### src/rtl/dvb_pls_dec_bit6_ctrl_pkg.sv
// Shared types and constants for the DVB PLS bit-6 decoder controller.
// Soft symbols are signed bytes; bit-6 metrics are signed 16-bit sums.
package dvb_pls_dec_bit6_ctrl_pkg;

  localparam int PLS_SYM_NUM  = 64;
  localparam int SYM_CNT_W    = 6;
  localparam int METRIC_W     = 8;
  localparam int METRIC_SUM_W = 16;
  localparam int WAIT_CYC     = 3;

  typedef logic signed [METRIC_W-1:0]     metric_t;
  typedef logic signed [METRIC_SUM_W-1:0] metric_sum_t;

  typedef enum logic [1:0] {
    ST_IDLE = 2'd0,
    ST_RUN  = 2'd1,
    ST_WAIT = 2'd2,
    ST_DONE = 2'd3
  } state_t;

  // Magnitude of a soft symbol, widened so that -128 stays representable.
  function automatic metric_sum_t metric_abs(input metric_t d);
    metric_sum_t w;
    w = metric_sum_t'(d);
    return w[METRIC_SUM_W-1] ? -w : w;
  endfunction

endpackage

### src/rtl/dvb_pls_dec_bit6_ctrl_dec.sv
// Bit-6 accumulator: sums symbol magnitudes into an add and a sub bucket and
// emits (sub - add) with a one-cycle strobe on the last symbol of the header.
module dvb_pls_dec_bit6_dec
  import dvb_pls_dec_bit6_ctrl_pkg::*;
(
  input  logic        clk,
  input  logic        reset,
  input  logic        clkena,
  input  logic        val,
  input  logic        sop,
  input  logic        eop,
  input  logic        add_n_sub,
  input  metric_t     dat,
  output logic        metric_val,
  output metric_sum_t metric
);

  metric_sum_t add_sum_r;
  metric_sum_t sub_sum_r;
  metric_sum_t metric_r;
  logic        metric_val_r;
  metric_sum_t mag_s;
  metric_sum_t add_nxt_s;
  metric_sum_t sub_nxt_s;

  // Next bucket values; sop restarts whichever bucket this symbol targets.
  always_comb begin
    mag_s     = metric_abs(dat);
    add_nxt_s = add_sum_r;
    sub_nxt_s = sub_sum_r;
    if (add_n_sub) begin
      add_nxt_s = (sop ? '0 : add_sum_r) + mag_s;
    end else begin
      sub_nxt_s = (sop ? '0 : sub_sum_r) + mag_s;
    end
  end

  // Accumulator and result registers.
  always_ff @(posedge clk or posedge reset) begin
    if (reset) begin
      add_sum_r    <= '0;
      sub_sum_r    <= '0;
      metric_r     <= '0;
      metric_val_r <= 1'b0;
    end else if (clkena) begin
      metric_val_r <= 1'b0;
      if (val) begin
        if (add_n_sub) begin
          add_sum_r <= add_nxt_s;
        end else begin
          sub_sum_r <= sub_nxt_s;
        end
        if (eop) begin
          metric_r     <= sub_nxt_s - add_nxt_s;
          metric_val_r <= 1'b1;
        end
      end
    end
  end

  assign metric_val = metric_val_r;
  assign metric     = metric_r;

endmodule

### src/rtl/dvb_pls_dec_bit6_ctrl.sv
// Frame controller for PLS bit-6 decoding: tracks the 64-symbol header,
// drives the accumulator with per-symbol add/sub steering, reports result or error.
module dvb_pls_dec_bit6_ctrl
  import dvb_pls_dec_bit6_ctrl_pkg::*;
(
  input  logic        iclk,
  input  logic        ireset_n,
  input  logic        iclkena,
  input  logic        isop,
  input  logic        ival,
  input  logic        ieop,
  input  metric_t     idat,
  output logic        ordy,
  output logic        oval,
  output logic        obit6,
  output metric_sum_t ometric,
  output logic        oerr
);

  localparam logic [SYM_CNT_W-1:0] SYM_LAST  = SYM_CNT_W'(PLS_SYM_NUM - 1);
  localparam logic [1:0]           WAIT_LAST = 2'(WAIT_CYC - 1);

  state_t                 state_r;
  state_t                 state_nxt;
  logic [SYM_CNT_W-1:0]   sym_cnt_r;
  logic [SYM_CNT_W-1:0]   sym_cnt_nxt;
  logic [1:0]             wait_cnt_r;
  logic [1:0]             wait_cnt_nxt;

  logic                   drv_val_s;
  logic                   drv_sop_s;
  logic                   drv_eop_s;
  logic [SYM_CNT_W-1:0]   drv_k_s;
  logic                   err_s;

  logic                   dec_val_r;
  logic                   dec_sop_r;
  logic                   dec_eop_r;
  logic                   dec_add_n_sub_r;
  metric_t                dec_dat_r;
  logic                   dec_metric_val_s;
  metric_sum_t            dec_metric_s;

  metric_sum_t            metric_lat_r;
  logic                   ordy_r;
  logic                   oval_r;
  logic                   oerr_r;
  logic                   obit6_r;
  metric_sum_t            ometric_r;

  // Next-state and decoder-drive decode; drv_k_s is the index of the accepted symbol.
  always_comb begin
    state_nxt    = state_r;
    sym_cnt_nxt  = sym_cnt_r;
    wait_cnt_nxt = wait_cnt_r;
    drv_val_s    = 1'b0;
    drv_eop_s    = 1'b0;
    drv_k_s      = sym_cnt_r;
    err_s        = 1'b0;
    case (state_r)
      ST_IDLE: begin
        if (ival && isop) begin
          state_nxt   = ST_RUN;
          sym_cnt_nxt = SYM_CNT_W'(1);
          drv_val_s   = 1'b1;
          drv_k_s     = '0;
        end else begin
          state_nxt   = ST_IDLE;
        end
      end
      ST_RUN: begin
        if (ival) begin
          if (isop) begin
            err_s       = 1'b1;
            sym_cnt_nxt = SYM_CNT_W'(1);
            drv_val_s   = 1'b1;
            drv_k_s     = '0;
          end else if (ieop) begin
            if (sym_cnt_r == SYM_LAST) begin
              state_nxt    = ST_WAIT;
              wait_cnt_nxt = 2'd0;
              drv_val_s    = 1'b1;
              drv_eop_s    = 1'b1;
            end else begin
              err_s       = 1'b1;
              state_nxt   = ST_IDLE;
              sym_cnt_nxt = '0;
            end
          end else if (sym_cnt_r == SYM_LAST) begin
            // Index 63 without eop: the count never wraps, the frame is dropped.
            err_s       = 1'b1;
            state_nxt   = ST_IDLE;
            sym_cnt_nxt = '0;
          end else begin
            sym_cnt_nxt = sym_cnt_r + SYM_CNT_W'(1);
            drv_val_s   = 1'b1;
          end
        end else begin
          state_nxt = ST_RUN;
        end
      end
      ST_WAIT: begin
        if (wait_cnt_r == WAIT_LAST) begin
          state_nxt = ST_DONE;
        end else begin
          wait_cnt_nxt = wait_cnt_r + 2'd1;
        end
      end
      ST_DONE: begin
        state_nxt   = ST_IDLE;
        sym_cnt_nxt = '0;
      end
      default: begin
        state_nxt   = ST_IDLE;
        sym_cnt_nxt = '0;
      end
    endcase
    drv_sop_s = drv_val_s && (drv_k_s <= SYM_CNT_W'(1));
  end

  // FSM state, counters and the registered decoder drive.
  always_ff @(posedge iclk or negedge ireset_n) begin
    if (!ireset_n) begin
      state_r         <= ST_IDLE;
      sym_cnt_r       <= '0;
      wait_cnt_r      <= 2'd0;
      dec_val_r       <= 1'b0;
      dec_sop_r       <= 1'b0;
      dec_eop_r       <= 1'b0;
      dec_add_n_sub_r <= 1'b0;
      dec_dat_r       <= '0;
    end else if (iclkena) begin
      state_r         <= state_nxt;
      sym_cnt_r       <= sym_cnt_nxt;
      wait_cnt_r      <= wait_cnt_nxt;
      dec_val_r       <= drv_val_s;
      dec_sop_r       <= drv_sop_s;
      dec_eop_r       <= drv_eop_s;
      dec_add_n_sub_r <= ~drv_k_s[0];
      dec_dat_r       <= idat;
    end
  end

  // Output registers; the metric is latched on the decoder strobe and published from DONE.
  always_ff @(posedge iclk or negedge ireset_n) begin
    if (!ireset_n) begin
      metric_lat_r <= '0;
      ordy_r       <= 1'b1;
      oval_r       <= 1'b0;
      oerr_r       <= 1'b0;
      obit6_r      <= 1'b0;
      ometric_r    <= '0;
    end else if (iclkena) begin
      ordy_r <= (state_nxt == ST_IDLE) || (state_nxt == ST_RUN);
      oerr_r <= err_s;
      oval_r <= (state_r == ST_DONE);
      if (dec_metric_val_s) begin
        metric_lat_r <= dec_metric_s;
      end
      if (state_r == ST_DONE) begin
        ometric_r <= metric_lat_r;
        obit6_r   <= !metric_lat_r[METRIC_SUM_W-1] && (metric_lat_r != '0);
      end
    end
  end

  dvb_pls_dec_bit6_dec u_dec (
    .clk        (iclk),
    .reset      (~ireset_n),
    .clkena     (iclkena),
    .val        (dec_val_r),
    .sop        (dec_sop_r),
    .eop        (dec_eop_r),
    .add_n_sub  (dec_add_n_sub_r),
    .dat        (dec_dat_r),
    .metric_val (dec_metric_val_s),
    .metric     (dec_metric_s)
  );

  assign ordy    = ordy_r;
  assign oval    = oval_r;
  assign oerr    = oerr_r;
  assign obit6   = obit6_r;
  assign ometric = ometric_r;

endmodule
### config.mk
export PLATFORM = sky130hd
export DESIGN_NAME = dvb_pls_dec_bit6_ctrl
export DESIGN_NICKNAME = d
export VERILOG_FILES = /design/src/rtl/dvb_pls_dec_bit6_ctrl_pkg.sv /design/src/rtl/dvb_pls_dec_bit6_ctrl_dec.sv /design/src/rtl/dvb_pls_dec_bit6_ctrl.sv
export SDC_FILE = /design/constraint.sdc
export NUM_CORES = 1
export LEC_CHECK = 0
export BUFFER_PORTS_ARGS = -buffer_cell sky130_fd_sc_hd__buf_2
export CORE_MARGIN = 2
export CORE_UTILIZATION = 35
export DETAILED_ROUTE_END_ITERATION = 6
export PLACE_DENSITY = 0.58
export SLEW_MARGIN = 10
export SYNTH_ARGS = -nofsm -noshare
export SYNTH_HDL_FRONTEND = slang
export SYNTH_SLANG_ARGS = --single-unit
export TNS_END_PERCENT = 50
### constraint.sdc
create_clock -name iclk -period 15.7 [get_ports iclk]
set_input_delay 2.355 -clock iclk [delete_from_list [all_inputs] [get_ports iclk]]
set_output_delay 2.355 -clock iclk [all_outputs]
set_load 0.01 [all_outputs]
== Word level (Yosys, flattened, before mapping) ==
Cells that the tools add are included.
Word-level totals
  latch bits: 0
  output and inout bits: 20
  register bits after elaboration: 107
  bits in writable memories: 0
  memory bits (read-only): 0
  bits of input ports: 14
  logic and storage cells: 104
  memories kept: 0
Operators by class
  multiply operators: 0
  equal/unequal tests: 13
  $lt $le $gt $ge: 1
  reductions and logical operators: 17
  shift-type cells: 0
  mux-type cells: 47
  add/subtract/negate cells: 6
  div/mod/pow operators: 0
  bitwise logic cells: 2
Operators by type and width (number)
  16-bit two-way mux: 5
  6-bit two-way mux: 9
  16-bit adder: 2
  2-bit two-way mux: 11
  6-bit case mux with 3 select lines: 1
  1-bit two-way mux: 17
  8-bit negator with 16-bit output: 1
  16-bit nonzero test: 1
  16-bit subtractor: 1
  2-bit != test, second input constant: 6
  6-bit case mux with 2 select lines: 1
  3-bit AND reduction: 3
  2-bit case mux with 4 select lines: 1
  7-bit AND reduction: 1
  6-bit by 1-bit adder with 6-bit output, second input constant: 1
  2-bit equality test, second input constant: 3
  6-bit equality test, second input constant: 1
  6-bit by 1-bit less-or-equal comparator with 1-bit output, second input constant: 1
  5-bit AND reduction: 1
  2-bit by 1-bit equality test with 1-bit output, second input constant: 2
  2-bit logical NOT: 2
  4-bit != test, second input constant: 1
  2-bit case mux with 2 select lines: 1
  2-bit AND reduction: 2
  8 further kinds: 11

== Logic depth before layout (Yosys ltp) ==
  depth in word-level cells: 8
  gate-level depth with buffers: 26
  depth with buffers taken out: 26

== Modules after synthesis ==
A second synthesis with hierarchy kept.
Unflattened totals
  cells, all modules: 824
  area, all modules: 7562.3 µm²
Modules (own cells, without submodules)
  dvb_pls_dec_bit6_dec: times used 1, seq. area each 1226.2 µm², area each 4927.2 µm², cells each 606
  dvb_pls_dec_bit6_ctrl: times used 1, seq. area each 1452.6 µm², area each 2635.0 µm², cells each 218

== Worst setup path after synthesis ==
OpenSTA, ideal clock, no wires.
  path type: flip-flop to flip-flop
  from: register dec_dat_r[0]
  to: register u_dec.metric_r[14], in the netlist u_dec.metric[14]
  setup slack: 10647 ps
  data arrival time: 4922 ps
  data required time: 15569 ps
  cell stages (with the launch flop): 24
  setup time: 131 ps
  clock period less this slack: 5053 ps
  buffers on the path: 0
  cells stage by stage: dfrtp_1 -> inv_1 -> ha_1 -> nand2b_1 -> o21ai_0 -> xnor2_1 -> ha_1 -> and3_1 -> a2111oi_2 -> xnor2_1 -> o21ai_0 -> a32o_1 -> ha_1 -> a21boi_1 -> o21a_1 -> o41ai_1 -> o221ai_1 -> nand4_1 -> maj3_2 -> a21oi_2 -> maj3_1 -> a21boi_1 -> xor2_1 -> o21ai_1
Between the ends
  longest elaborated chain between the ends: 5
  elaborated cells on any way between the ends: 7
  those cells by class: add/sub (4); mux (3)
RTL lines
  start: declaration: line dvb_pls_dec_bit6_ctrl.sv:40  | metric_t dec_dat_r;
  start signal: assignment: line dvb_pls_dec_bit6_ctrl.sv:140  | dec_dat_r <= idat;
  8-bit negator with 16-bit output: line dvb_pls_dec_bit6_ctrl_pkg.sv:25  | return w[METRIC_SUM_W-1] ? -w : w;
  16-bit two-way mux (*): line dvb_pls_dec_bit6_ctrl_pkg.sv:25
  16-bit adder (*): line dvb_pls_dec_bit6_ctrl_dec.sv:34  | sub_nxt_s = (sop ? '0 : sub_sum_r) + mag_s;
  16-bit two-way mux (*): line dvb_pls_dec_bit6_ctrl_dec.sv:31  | if (add_n_sub) begin
  via u_dec.sub_nxt_s[5]: line dvb_pls_dec_bit6_ctrl_dec.sv:24  | metric_sum_t sub_nxt_s;
  16-bit subtractor (*): line dvb_pls_dec_bit6_ctrl_dec.sv:54  | metric_r <= sub_nxt_s - add_nxt_s;
  end signal: assignment: line dvb_pls_dec_bit6_ctrl_dec.sv:54
  end: declaration: line dvb_pls_dec_bit6_ctrl_dec.sv:20  | metric_sum_t metric_r;
Mark *: on every way through the listed nets, which the timed path passes. The rest lies on a longest branch.
A chain may end at the register's enable or synchronous reset.

== Final worst setup path ==
Ends and elaborated chain as after synthesis.

==> summary.md <==
| Metric | Value |
|---|---|
| Status | completed |
| Pwr/cell area | 186 mW/mm2 |
| Antenna violations before repair | 0 |
| Ant diodes | 0 |
| Post-detail-place hpwl | 11.7 mm |
| Period utilisation layout | 36.0% |
| Setup TNS | 0 ns |
| Hold buffer count at cts | 0 |
| Worst VDD drop | 80.2 uV |
| DR pass1 iterations | 5 |
| Synthesized area | 0.00729 mm2 |
| CTS Buf Count | 9 |
| Avg Cell Area, Syn | 9.15 um2 |
| Post-CTS sizing | 0 |
| Multi-input gate area | 0.00444 mm2 |
| Kind of critical path | reg -> reg |
| Filler cells | 2042 |
| Vias per cell | 5.12 |
| Worst min path class | reg -> reg |
| Type of origin of the critical path | register |
| Layout cells sized above 1 | 15.5% |
| Reg2reg setup slack | 10.05 ns |
| Crit end category | register |
| Worst Max-Slew Pin Slew | 0.939 ns |
| H-tree depth | 3 |
| Commonest cells after routing, fill and taps aside | nand2_1 (119), dfrtp_1 (106), o21ai_0 (76) |
| Area grow syn2layout | 10.7% |
| Async set or reset register ratio after synthesis | 100% |
| #FFs+latches synth | 107 |
| # setup viols final | 0 |
| I/O pin cnt | 34 |
| Fin. max-slew vios | 0 |
| Yosys warning total | 0 |
| Starting Density | 35.8% |
| Setup WS post-layout | 10.05 ns |
| Slew margin rel. | 37.4% |
| Pin count of the biggest net entering global routing | 73 |
| Fin nets | 886 |
| Routed Antenna Nets | 0 |
| Clk slew on worst S/H paths | 0.08 ns |
| Number of synthesized flops with an enable pin | 0 |
| Static leakage | 3.76 nW |
| RSZ-0062 raised after global routing | no |
| Most common cell after layout, fill and taps aside | nand2_1 |
| Die Span Y | 148 um |
| Highest Clock Rate | 0.177 GHz |
| Grt total ovfl | 0 |
| Gpl congestion | 0.856 |
| CTS Buffer Depth | 2 |
| Setup Buffers After CTS | 0 |
| Via Count | 5642 |
| Worst Path Arrival | 5.89 ns |
| Synth cell types | 77 |
| Die area | 0.0220 mm2 |
| FP Rows | 52 |
| First-pass GRT wire length | 27.8 mm |
| DRC violations left | 0 |
| Final hold violations | 0 |
| Register Area | 0.00268 mm2 |
| Vias in the first global route | 5328 |
| Core Region | 0.0204 mm2 |
| CTS tree | built |
| Gate Count Post-Synth | 796 |
| DRT Wirelength | 16.3 mm |
| I/O Buffers | 33 |
| Required @ worst endpoint | 15.94 ns |
| Top FF cell, synth | dfrtp_1 |
| Seq/Total Area, Yosys | 36.8% |
| Pre-CTS setup slack | 10.05 ns |
| Post-route minimum period | 5.65 ns |
| Crit Path Max Fanout | 5 |
| CTS Sinks | 107 |
| Drt wl/cell | 14.8 um |
| Total global-route track usage | 15.6% |
| Max-Cap Viols | 0 |
| Worst-skew pair later-pin latency | 0.36 ns |
| Skew final | 0.0120 ns |
| Die width | 148 um |
| Root buffer cell | clkbuf_16 |
| First DRT Iteration DRCs | 282 |
[cell usage after synthesis, drive strengths merged (4+ instances only)]
cell type  number  share of area [%]
a21o            5               0.52
a21oi          38                2.7
a31oi           5               0.43
and2            6               0.52
and3           10               0.86
buf             4               0.22
clkbuf         27                1.4
dfrtp         106                 36
ha             43                7.4
inv            28                1.4
maj3            4               0.57
mux2           47                7.3
mux2i          14                2.1
nand2         119                6.1
nand2b          8               0.69
nand3          13               0.89
nand3b          5               0.52
nand4           4               0.34
nor2           35                1.8
nor2b          39                3.3
nor3           17                1.2
nor4            7               0.60
o211ai          8               0.96
o21a            9               0.93
o21ai          82                5.7
o21bai          4               0.41
o31ai           5               0.58
or2             6               0.55
xnor2          31                3.7
xor2           13                1.6
[worst paths after layout]
check | start | endpoint | cells past startpoint
hold reg to reg | ordy | ordy | 2
setup / recovery | dec_dat_r[0] | u_dec.metric[14] | 23
min in group asynchronous | ireset_n | dec_dat_r[0] | 1
setup reg to reg | dec_dat_r[0] | u_dec.metric[14] | 23
max in group asynchronous | ireset_n | u_dec.metric[12] | 2
hold / removal | ordy | ordy | 2
[area by class of cell]
type	count	share of cell area [%]
clock buffers	9	2.79
well taps	270	4.19
flip-flops and latches	107	33.2
inverters	28	1.30
repair buffers	37	2.45
clock inverters	7	0.993
multi-input cells	643	55.0
[flip-flops by register name, indices dropped and copies added (netlist names)]
signal            flops
wait_cnt_r            2
ordy                  1
state_r               2
dec_eop_r             1
u_dec.add_sum_r      16
sym_cnt_r             6
obit6                 1
oval                  1
u_dec.metric_val      1
dec_dat_r             8
metric_lat_r         16
u_dec.metric         16
dec_add_n_sub_r       1
ometric              16
dec_sop_r             1
oerr                  1
u_dec.sub_sum_r      16
dec_val_r             1
[cell families (layout without fill, tap and decap cells)]
logic type      count (synthesis)  in the layout  share of synthesized area, %
buf+inv                        59             81                          3.06
xor+xnor                       46             46                          5.94
simple gates                  275            275                          18.2
fa+ha+maj                      50             50                          8.78
flops                         107            107                          36.8
compound gates                197            197                          17.8
mux                            61             61                          9.36
other cells                     1             14                        0.0515
[power breakdown]
group          switching [mW]  leakage (nW)  internal (mW)
sequential             0.0464          1.40          0.328
combinational           0.504          2.21          0.389
clock                   0.120         0.146          0.114
total                   0.670          3.76          0.830
[layer usage]
| layer | up-vias | GRT usage (%) | share of wire [%] |
|---|---|---|---|
| li1 | 2883 | - | - |
| met5 | - | 0 | 0 |
| met4 | 0 | 2.67 | 0.73 |
| met2 | 84 | 23.9 | 43 |
| met1 | 2667 | 23.4 | 53 |
| met3 | 8 | 2.73 | 2.8 |
[per-stage QoR]
stage | cells | cell area [um2] | utilization, % | hold WS [ns] | power [mW]
5_1_grt | 1101 | 8060 | 39.6 | 0.504 | 1.64
2_1_floorplan | 809 | 7330 | - | 0.445 | 1.07
3_3_place_gp | 1085 | 7750 | 38.1 | 0.457 | 1.26
6_report | 1101 | 8060 | 39.6 | 0.478 | 1.50
3_5_place_dp | 1085 | 7750 | 38.1 | 0.469 | 1.26
4_1_cts | 1101 | 8060 | 39.6 | 0.481 | 1.50
[worst max-delay path, cell delays in order, from the launching register on]
cell	delay, ns
dfrtp_1	0.45
inv_1	0.10
ha_1	0.15
nand2b_1	0.07
o21ai_0	0.29
xnor2_1	0.17
ha_1	0.29
and3_1	0.21
a2111oi_2	0.47
xnor2_1	0.25
o21ai_0	0.12
a32o_1	0.25
ha_1	0.34
a21boi_1	0.15
o21a_1	0.21
o41ai_1	0.59
o221ai_1	0.24
nand4_1	0.16
maj3_2	0.21
a21oi_2	0.07
maj3_1	0.35
a21boi_1	0.17
xor2_1	0.16
o21ai_1	0.06
Power figures use the tool's default switching activity.
